[config.mk]
export PLATFORM = sky130hd
export DESIGN_NAME = cnn_conv2d_stream
export DESIGN_NICKNAME = d
export VERILOG_FILES = /design/src/rtl/cnn_conv2d_stream.sv
export SDC_FILE = /design/constraint.sdc
export NUM_CORES = 1
export LEC_CHECK = 0
export ABC_AREA = 1
export BUFFER_PORTS_ARGS = -buffer_cell sky130_fd_sc_hd__buf_2
export CORE_MARGIN = 10
export CORE_UTILIZATION = 35
export DETAILED_ROUTE_END_ITERATION = 12
export PLACE_DENSITY = 0.52
export SYNTH_ARGS = -nofsm -noshare
export SYNTH_HDL_FRONTEND = slang
export SYNTH_SLANG_ARGS = --single-unit
[constraint.sdc]
create_clock -name clk -period 7.1 [get_ports clk]
set_input_delay 0.71 -clock clk [delete_from_list [all_inputs] [get_ports clk]]
set_output_delay 0.71 -clock clk [all_outputs]
set_load 0.01 [all_outputs]
[src/rtl/cnn_conv2d_stream.sv]
// cnn_conv2d_stream: streaming KxK valid-region 2D convolution, saturating sum, optional ReLU (CNN_CONV_RELU_EN)
// Latency: out_valid rises one cycle after the pixel that completes a window is accepted
// Backpressure: pix_ready drops while a result is held unaccepted; out_data/out_last held stable
module cnn_conv2d_stream #(
    parameter int DW    = 4,
    parameter int WW    = 4,
    parameter int OW    = 10,
    parameter int K     = 3,
    parameter int IMG_W = 8,
    parameter int IMG_H = 8
) (
    input  logic                 clk,
    input  logic                 rst_n,
    input  logic                 w_load,
    input  logic                 w_valid,
    input  logic signed [WW-1:0] w_data,
    output logic                 w_loaded,
    input  logic                 start,
    input  logic                 pix_valid,
    output logic                 pix_ready,
    input  logic [DW-1:0]        pix_data,
    output logic                 out_valid,
    input  logic                 out_ready,
    output logic signed [OW-1:0] out_data,
    output logic                 out_last,
    output logic                 busy,
    output logic                 done
);
    localparam int KK = K * K;
    localparam int NP = IMG_W * IMG_H;
    localparam int PW = DW + WW + 1;
    localparam int AW = PW + $clog2(KK);
    localparam int CW = $clog2(IMG_W);
    localparam int RW = $clog2(IMG_H);
    localparam int NW = $clog2(NP + 1);
    localparam int IW = $clog2(KK);

    localparam logic [CW-1:0] COL_LAST  = CW'(IMG_W - 1);
    localparam logic [CW-1:0] COL_WIN   = CW'(K - 1);
    localparam logic [RW-1:0] ROW_LAST  = RW'(IMG_H - 1);
    localparam logic [RW-1:0] ROW_WIN   = RW'(K - 1);
    localparam logic [NW-1:0] PIX_TOTAL = NW'(NP);
    localparam logic [IW-1:0] TAP_LAST  = IW'(KK - 1);
    localparam logic signed [AW-1:0] ACC_MAX = AW'((1 << (OW - 1)) - 1);
    localparam logic signed [AW-1:0] ACC_MIN = ~ACC_MAX;

    typedef enum logic [1:0] {IDLE, LOAD, RUN, DONE} state_t;
    state_t state, state_nxt;

    logic signed [WW-1:0] wts [KK];
    logic [IW-1:0]        tap_idx;
    // lbuf[0] is the oldest buffered row; lbuf[K-2] the row just above the current one
    logic [DW-1:0]        lbuf [K-1][IMG_W];
    logic [DW-1:0]        win [K][K];
    logic [DW-1:0]        win_nxt [K][K];
    logic [CW-1:0]        col;
    logic [RW-1:0]        row;
    logic [NW-1:0]        pix_cnt;
    logic                 pix_acc, win_done, load_go, frame_go;
    logic signed [PW-1:0] prod;
    logic signed [AW-1:0] acc;
    logic signed [OW-1:0] res;

    assign load_go   = (state == IDLE) && w_load;
    assign frame_go  = (state == IDLE) && !w_load && start && w_loaded;
    assign pix_ready = (state == RUN) && (pix_cnt != PIX_TOTAL) && (!out_valid || out_ready);
    assign pix_acc   = pix_valid && pix_ready;
    assign win_done  = (col >= COL_WIN) && (row >= ROW_WIN);
    assign busy      = (state != IDLE);
    assign done      = (state == DONE);

    // State register
    always_ff @(posedge clk or negedge rst_n) begin
        if (!rst_n) state <= IDLE;
        else        state <= state_nxt;
    end

    // Next-state: w_load takes priority over start in IDLE
    always_comb begin
        state_nxt = state;
        case (state)
            IDLE: if (w_load) state_nxt = LOAD;
                  else if (start && w_loaded) state_nxt = RUN;
            LOAD: if (w_valid && tap_idx == TAP_LAST) state_nxt = IDLE;
            RUN:  if (out_valid && out_ready && out_last) state_nxt = DONE;
            DONE: state_nxt = IDLE;
            default: state_nxt = IDLE;
        endcase
    end

    // Weight store; a new load invalidates the held set until all taps arrive
    always_ff @(posedge clk or negedge rst_n) begin
        if (!rst_n) begin
            for (int i = 0; i < KK; i++) wts[i] <= '0;
            tap_idx  <= '0;
            w_loaded <= 1'b0;
        end else if (load_go) begin
            tap_idx  <= '0;
            w_loaded <= 1'b0;
        end else if (state == LOAD && w_valid) begin
            wts[tap_idx] <= w_data;
            tap_idx      <= tap_idx + IW'(1);
            if (tap_idx == TAP_LAST) w_loaded <= 1'b1;
        end
    end

    // Shifted window including the incoming column, then multiply-accumulate and saturate
    always_comb begin
        acc  = '0;
        prod = '0;
        for (int i = 0; i < K; i++) begin
            for (int j = 0; j < K - 1; j++) win_nxt[i][j] = win[i][j+1];
        end
        for (int i = 0; i < K - 1; i++) win_nxt[i][K-1] = lbuf[i][col];
        win_nxt[K-1][K-1] = pix_data;
        for (int i = 0; i < K; i++) begin
            for (int j = 0; j < K; j++) begin
                prod = PW'($signed({1'b0, win_nxt[i][j]})) * PW'(wts[i*K+j]);
                acc  = acc + AW'(prod);
            end
        end
        if (acc > ACC_MAX)      res = OW'(ACC_MAX);
        else if (acc < ACC_MIN) res = OW'(ACC_MIN);
        else                    res = OW'(acc);
`ifdef CNN_CONV_RELU_EN
        if (res[OW-1]) res = '0;
`endif
    end

    // Raster counters, line buffers and window advance once per accepted pixel
    always_ff @(posedge clk or negedge rst_n) begin
        if (!rst_n) begin
            col     <= '0;
            row     <= '0;
            pix_cnt <= '0;
            for (int i = 0; i < K - 1; i++)
                for (int j = 0; j < IMG_W; j++) lbuf[i][j] <= '0;
            for (int i = 0; i < K; i++)
                for (int j = 0; j < K; j++) win[i][j] <= '0;
        end else if (frame_go) begin
            col     <= '0;
            row     <= '0;
            pix_cnt <= '0;
        end else if (pix_acc) begin
            pix_cnt <= pix_cnt + NW'(1);
            if (col == COL_LAST) begin
                col <= '0;
                row <= row + RW'(1);
            end else begin
                col <= col + CW'(1);
            end
            for (int i = 0; i < K - 2; i++) lbuf[i][col] <= lbuf[i+1][col];
            lbuf[K-2][col] <= pix_data;
            win <= win_nxt;
        end
    end

    // Result register: loads on a completed window, otherwise clears on handshake
    always_ff @(posedge clk or negedge rst_n) begin
        if (!rst_n) begin
            out_valid <= 1'b0;
            out_data  <= '0;
            out_last  <= 1'b0;
        end else if (pix_acc && win_done) begin
            out_valid <= 1'b1;
            out_data  <= res;
            out_last  <= (row == ROW_LAST) && (col == COL_LAST);
        end else if (out_ready) begin
            out_valid <= 1'b0;
        end
    end
endmodule

==> results of run 1 <==
what timing repair did:
| item | CTS | global route |
|---|---|---|
| endpoints found under the setup margin | 10 | 10 |
| gates resized for setup | 46 | 106 |
| setup buffers | 11 | 12 |
| pin swaps | 22 | 58 |
| cloned | 1 | 1 |
metal layers:
metal | global-route usage (%) | wire length [um] | vias to the layer above
met2 | 25.5 | 16900 | 197
met1 | 22.3 | 17500 | 5091
li1 | - | - | 5015
met3 | 2.51 | 1660 | 33
met5 | 0 | 0 | -
met4 | 4.21 | 593 | 0
cell usage in the layout (no fill, tap or decap), types with 6 or more instances in the layout:
cell         n
a21oi_1     27
a21oi_2     10
buf_2       29
buf_4       85
buf_6       12
clkbuf_16   17
dfrtp_1    153
fa_1       155
fa_2        17
ha_1        91
ha_4         9
inv_1      402
inv_2       16
mux2_2      12
nand2_1    329
nand2_2     17
nand3_1     22
nor2_1      92
nor2_2       7
nor2_4      11
o21ai_0     98
o21ai_1     11
o22ai_1     13
o22ai_2      9
or2_2        7
xnor2_1      6
xor2_1       6
worst reg2reg max path, delay by kind of cell, from the launching register on:
family / cells / cell delay [ns]
fa+ha+maj: 9 / 4.48
simple gates: 11 / 0.94
compound gates: 4 / 0.65
flops: 1 / 0.47
buf+inv: 4 / 0.35
cells by family after synthesis:
logic type,synth area share [%]
AOI/OAI and AO/OA,7.02
xor gates and xnor gates,0.831
adders and majority gates,34.5
buffers and inverters,12.6
DFF,28.5
muxes,0.986
and+or+nand+nor,15.6
sequential cells by signal, indices dropped and copies added, names as in the netlist:
name and count:
state 2, out_last 1, pix_cnt 7, win 24
out_data 10, tap_idx 4, wts 36, col 3
lbuf 64, w_loaded 1, row 3, out_valid 1
worst max-delay path by stage:
| stage | from | endpoint | slack [ns] |
|---|---|---|---|
| 3_3_place_gp | col[1] | out_data[6] | -0.16 |
| 5_1_grt | col[0] | out_data[1] | -0.19 |
| 6_report | col[0] | out_data[1] | 0.10 |
| 4_1_cts | col[1] | out_data[2] | 0.003 |
| 2_1_floorplan | col[2] | out_data[0] | 0.05 |
| 3_5_place_dp | col[1] | out_data[7] | -0.28 |
area by class of cell:
cell class,count,area [um^2],area share [%]
clock buffer,17,425,2.60
clock inverter,15,234,1.43
inverter,422,1590,9.74
multi-input combinational,996,8620,52.7
sequential,156,3910,23.9
tap,518,648,3.96
timing repair buffer,127,938,5.73
through the flow:
stage               utilization, %  std cells  hold WS (ns)  setup WS [ns]
finish                        42.3       2251         0.377          0.101
floorplan                        -       1599         0.414         0.0539
CTS                           41.0       2238         0.399        0.00258
global route                  42.3       2251         0.445         -0.194
detailed placement            38.7       2194         0.499         -0.282
global placement              38.7       2194         0.487         -0.160
==> metrics.cfg, run 1 <==
[status]
status=completed

[synth]
yosys-top-cells-count=inv_1 (420), nand2_1 (347), fa_1 (172), dfrtp_1 (156)
synthArstFlopShare_pct=100
synth.most_common_cell=inv_1
synth_top_area_share_pct=28.5
syn_nets=1888
synth_warnings=0
synth-edff-count=0
ys.flop_type=dfrtp_1
synthDistinctLibCells=37
ys_ff_latch=156
yosysSeqAreaShare_pct=28.5
synth.area.top_cells=dfrtp_1 (28%), fa_1 (25%), inv_1 (12%), nand2_1 (9.5%), ha_1 (9.3%)
netlist_instances=1599
syn_area_um2=13700
synth_top_area_cell=dfrtp_1
avgSynthCellArea_um2=8.57

[clocking]
cts_tree=done
cts_buffers=17
clockBufferDepth=2
ctsRootBufferMaster=clkbuf_16
cts_hold_buf=0
cts-htree-levels=4
clock_latency_ns=0.44
cts.sinks=156
clk_pin_slew_worst_paths_ns=0.07

[placed_design]
hpwl_um=29400
portBuffers=30
place_area_um2=14900
place_congestion=0.913

[global_routing]
grt_use_total_pct=16.0
grt_pass1_vias=10673
antenna_found_initial=0
grt_pass1_wl_um=59200
grt_max_degree=92
overflow=0

[critical_path]
crit_family=adder cells
required_ns=7.42
slowest_delay_ns=0.58
crit_arrival_ns=7.32
worstSetupStartpointType=flip-flop
r2r-start=col[0]
crit_type=flip-flop to flip-flop
ff2ff_path_depth=28
crit_cells=28
r2r_setup_slack_ns=0.10
cp.buffers_inverters=4
cpMostUsedCell=fa_1
rr_endpoint=out_data[1]
worstPathMaxFanout=5
cp-end-kind=flip-flop
slowest_stage=fa_1

[floorplanning]
core.rowCount=72
ios=31
die_area_um2=47500
start_util_pct=35.4
die_h_um=218
core_area_um2=38600
fp.dieW_um=218

[drt]
drtIter0Drc=581
vias_per_cell=4.59
num_vias=10336
wire_per_inst_um=16.3
dr.pass1.iters=7
drc=0
routed_wl_um=36600
ant_nets=0

[timing]
clock.fmax_mhz=143
maxSlewHeadroom_pct=33.0
period_needed_ns=7.00
min_period_over_period_pct=98.6
fin_worst_skew_ns=0.0126
hold_viol_final=0
fin_tns_setup_ns=0
slew_violations=0
worst_pin_slew_ns=0.998
rsz0062_at_grt=yes
finalSetupViolations=0

[finish]
layout-drive-gt1-share_pct=18.1
diodes=0
nFillCells=3802
final_area_um2=16400
nets=2009
syn_to_final_growth_pct=19.5

[job]
cap_violations=0

[min_path]
hold_path_class=input pin to async pin

Power of run 1 is not shown: default switching activity piles up to over one toggle a cycle in this logic, so the estimate is an artifact.
==> run 2: changes to the inputs <==
--- a/config.mk
+++ b/config.mk
@@ -10,7 +10,7 @@
 export CORE_MARGIN = 10
 export CORE_UTILIZATION = 35
 export DETAILED_ROUTE_END_ITERATION = 12
-export PLACE_DENSITY = 0.52
+export PLACE_DENSITY = 0.51
 export SYNTH_ARGS = -nofsm -noshare
 export SYNTH_HDL_FRONTEND = slang
 export SYNTH_SLANG_ARGS = --single-unit
==> constraint.sdc (replaced) <==
create_clock -name clk -period 7.4 [get_ports clk]
set_input_delay 0.74 -clock clk [delete_from_list [all_inputs] [get_ports clk]]
set_output_delay 0.74 -clock clk [all_outputs]
set_load 0.01 [all_outputs]
==> metrics.cfg, run 2 (same netlist as run 1, synthesis figures left out) <==
[timing]
setup_ws_ns=0.326
hold_viol_final=0
period_needed_ns=7.07
slew_violations=0
fin_worst_skew_ns=0.00988
min_period_over_period_pct=95.6
clock.fmax_mhz=141
finalSetupViolations=0
maxSlewHeadroom_pct=28.5
worst_pin_slew_ns=1.06

[clocking]
cts.sinks=156
clock_latency_ns=0.44
cts_buffers=17
clk_pin_slew_worst_paths_ns=0.07
cts_tree=done
clockBufferDepth=2
ctsRootBufferMaster=clkbuf_16
cts-htree-levels=4

[critical_path]
crit_type=flip-flop to flip-flop
r2r_setup_slack_ns=0.33
slowest_stage=fa_2
worstSetupStartpointType=flip-flop
cp-end-kind=flip-flop
crit_family=adder cells
crit_arrival_ns=7.41
rr_endpoint=out_data[2]
worstPathMaxFanout=6
required_ns=7.73
crit_path_start=col[2]
ff2ff_path_depth=33
r2r-start=col[2]
slowest_delay_ns=0.61
cp.buffers_inverters=8

[finish]
layout-drive-gt1-share_pct=11.6
top_regs=lbuf (64), wts (36), win (24)
fin_util_pct=39.9
mostFrequentLayoutCells=inv_1 (411), nand2_1 (334), fa_1 (165)
largest_reg_flops=64
regArea_um2=3910
diodes=0
multi_input_comb_area_um2=8260
final_common_cell=inv_1
syn_to_final_growth_pct=12.6
nets=1953
nFillCells=3936
regMostFlops=lbuf

[floorplanning]
die_h_um=218
core_area_um2=38600
fp.dieW_um=218
die_area_um2=47500
ios=31
core.rowCount=72
start_util_pct=35.4

[drt]
routed_wl_um=36500
ant_nets=0
drc=0
drtIter0Drc=637
dr.pass1.iters=5
num_vias=10086
wire_per_inst_um=16.7
vias_per_cell=4.60

[placed_design]
portBuffers=30
dpl_worst_slack_ns=-0.0647
place_congestion=0.904
hpwl_um=29400

[global_routing]
overflow=0
grt_pass1_wl_um=58600
grt_pass1_vias=10490
antenna_found_initial=0
grt_max_degree=83
grt_use_total_pct=16.1

[min_path]
hold_path_class=input pin to async pin

[job]
cap_violations=0

[status]
status=completed

run 2: final cells by class:
class                           count  area share, %
Inverter                          422           10.3
Timing Repair Buffer               72           3.11
Clock buffer                       19           2.87
Clock inverter                     10          0.625
Multi-Input combinational cell    995           53.6
Tap cell                          518           4.20
Sequential cell                   156           25.3
run 2: stage by stage:
stage / TNS [ns] / hold slack (ns) / instance area [um^2] / std cells
2_1_floorplan: 0 / 0.444 / 13700 / 1599
3_3_place_gp: 0 / 0.470 / 14600 / 2155
3_5_place_dp: -0.440 / 0.474 / 14600 / 2155
4_1_cts: 0 / 0.407 / 15200 / 2184
5_1_grt: -0.0856 / 0.428 / 15400 / 2192
6_report: 0 / 0.366 / 15400 / 2192
run 2: routing by layer:
metal	vias to the layer above	global-route usage (%)	part of all wire, %
met1	4951	22.6	49
met5	-	0	0
met3	33	2.58	4.9
met2	216	25.1	45
met4	0	4.44	1.8
li1	4886	-	-
run 2: worst max-delay path by stage:
stage / endpoint / slack, ns / depth (start not counted)
2_1_floorplan: out_data[0] / 0.24 / 27
3_3_place_gp: out_data[8] / 0.05 / 30
3_5_place_dp: out_data[6] / -0.06 / 29
4_1_cts: out_data[0] / 0.03 / 29
5_1_grt: out_data[2] / -0.02 / 32
6_report: out_data[2] / 0.33 / 33
run 2: timing repair:
action	CTS	global route
cloned	0	2
setup endpoints to repair	9	10
resized for setup	1	63
pin swaps	1	17
setup buffers	0	6
hold buffers	0	0
Power of run 2 is left out for the same reason.
==> run 3: changes to the inputs <==
--- a/config.mk
+++ b/config.mk
@@ -10,6 +10,7 @@
 export CORE_MARGIN = 10
 export CORE_UTILIZATION = 35
 export DETAILED_ROUTE_END_ITERATION = 12
+export HOLD_SLACK_MARGIN = 0.06
 export PLACE_DENSITY = 0.51
 export SYNTH_ARGS = -nofsm -noshare
 export SYNTH_HDL_FRONTEND = slang
==> constraint.sdc (replaced) <==
create_clock -name clk -period 7.7 [get_ports clk]
set_input_delay 0.77 -clock clk [delete_from_list [all_inputs] [get_ports clk]]
set_output_delay 0.77 -clock clk [all_outputs]
set_load 0.01 [all_outputs]
==> metrics.cfg, run 3 (same netlist as run 1, synthesis figures left out) <==
[drt]
num_vias=10022
routed_wl_um=36000
vias_per_cell=4.61
drc=0
wire_per_inst_um=16.6
ant_nets=0
drtIter0Drc=779
dr.pass1.iters=5

[clocking]
clk_pin_slew_worst_paths_ns=0.07
clockBufferDepth=2
cts-htree-levels=4
cts_buffers=17
cts_tree=done
clock_latency_ns=0.45
ctsRootBufferMaster=clkbuf_16
cts.sinks=156
cts_hold_buf=0

[critical_path]
required_ns=8.03
worstSetupStartpointType=flip-flop
crit_type=flip-flop to flip-flop
crit_arrival_ns=7.59
ff2ff_path_depth=27
cpMostUsedCell=fa_1
worstPathMaxFanout=7
slowest_stage=fa_2
slowest_delay_ns=0.64
cp-end-kind=flip-flop

[floorplanning]
ios=31
core.rowCount=72
start_util_pct=35.4
die_h_um=218
die_area_um2=47500
fp.dieW_um=218
core_area_um2=38600

[finish]
syn_to_final_growth_pct=10.9
layout-drive-gt1-share_pct=8.57
top_regs=lbuf (64), wts (36), win (24)
largest_reg_flops=64
regMostFlops=lbuf
nets=1932
mostFrequentLayoutCells=inv_1 (415), nand2_1 (344), fa_1 (168)
final_common_cell=inv_1
diodes=0
fin_util_pct=39.3

[timing]
min_period_over_period_pct=94.3
hold_viol_final=0
clock.fmax_mhz=138
whs_ns=0.427
fin_tns_setup_ns=0
slew_violations=0
worst_pin_slew_ns=0.913
setup_ws_ns=0.439
fin_worst_skew_ns=0.0135
rsz0062_at_grt=no
finalSetupViolations=0
maxSlewHeadroom_pct=39.1
period_needed_ns=7.26

[placed_design]
place_congestion=0.901
portBuffers=30
hpwl_um=28900
dpl_worst_slack_ns=0.0354

[global_routing]
grt_pass1_wl_um=57900
antenna_found_initial=0
grt_use_total_pct=15.9
overflow=0
grt_pass1_vias=10338
grt_max_degree=95

[status]
status=completed

[job]
cap_violations=0

[min_path]
hold_path_class=input pin to async pin

-- run 3: cell count changes in the layout (fill, tap and decap cells not counted), sizes merged --
cell / change
inv: +2
nand2: -1
clkinvlp: -1
clkinv: +1
buf: -22
clkbuf: +1
bufinv: +1
a21oi: +1
-- run 3: cell type report --
type / instances / area [um^2]
sequential: 156 / 3910
fill: 3960 / 23500
clock buffer: 19 / 453
inverter: 422 / 1590
clock inverter: 13 / 155
multi-input combinational: 995 / 8130
timing repair buffer: 51 / 312
tap: 518 / 648
-- run 3: critical path: cells and delay by family, from the launching register on --
| kind | cells | cell delay, ns |
|---|---|---|
| AO/OA/AOI/OAI | 3 | 0.47 |
| adder cells (fa/ha/maj) | 9 | 4.66 |
| buffers and inverters | 3 | 0.36 |
| flip-flops | 1 | 0.47 |
| AND/OR/NAND/NOR | 12 | 1.16 |
-- run 3: path summary, 6_finish.rpt --
check                       startpoint     endpoint  slack [ns]
hold / removal                   rst_n     lbuf[12]        0.43
setup reg to reg                col[2]  out_data[4]        0.44
max in group asynchronous        rst_n      wts[27]        5.81
hold reg to reg            out_data[9]  out_data[9]        0.49
min in group clk           out_data[9]  out_data[9]        0.49
setup / recovery                col[2]  out_data[4]        0.44
-- run 3: timing repair --
action,in CTS,in global routing
gates resized for setup,0,26
setup buffers,0,4
setup endpoints to repair,0,10
-- run 3: per-layer routing --
layer  wire length, um  global-route usage (%)  up-vias  share of wire [%]
met1             17500                    22.1     4878                 49
met4               702                    4.24        0                1.9
met2             15700                    24.5      254                 44
met3              2090                    3.41       36                5.8
li1                  -                       -     4854                  -
met5                 0                       0        -                  0
-- run 3: per-stage QoR --
step	std cells	cell area [um^2]
final	2174	15200
after global routing	2174	15200
after CTS	2169	15100
after floorplan	1599	13700
after global placement	2137	14500
after detailed placement	2137	14500
Power of run 3 is left out for the same reason.
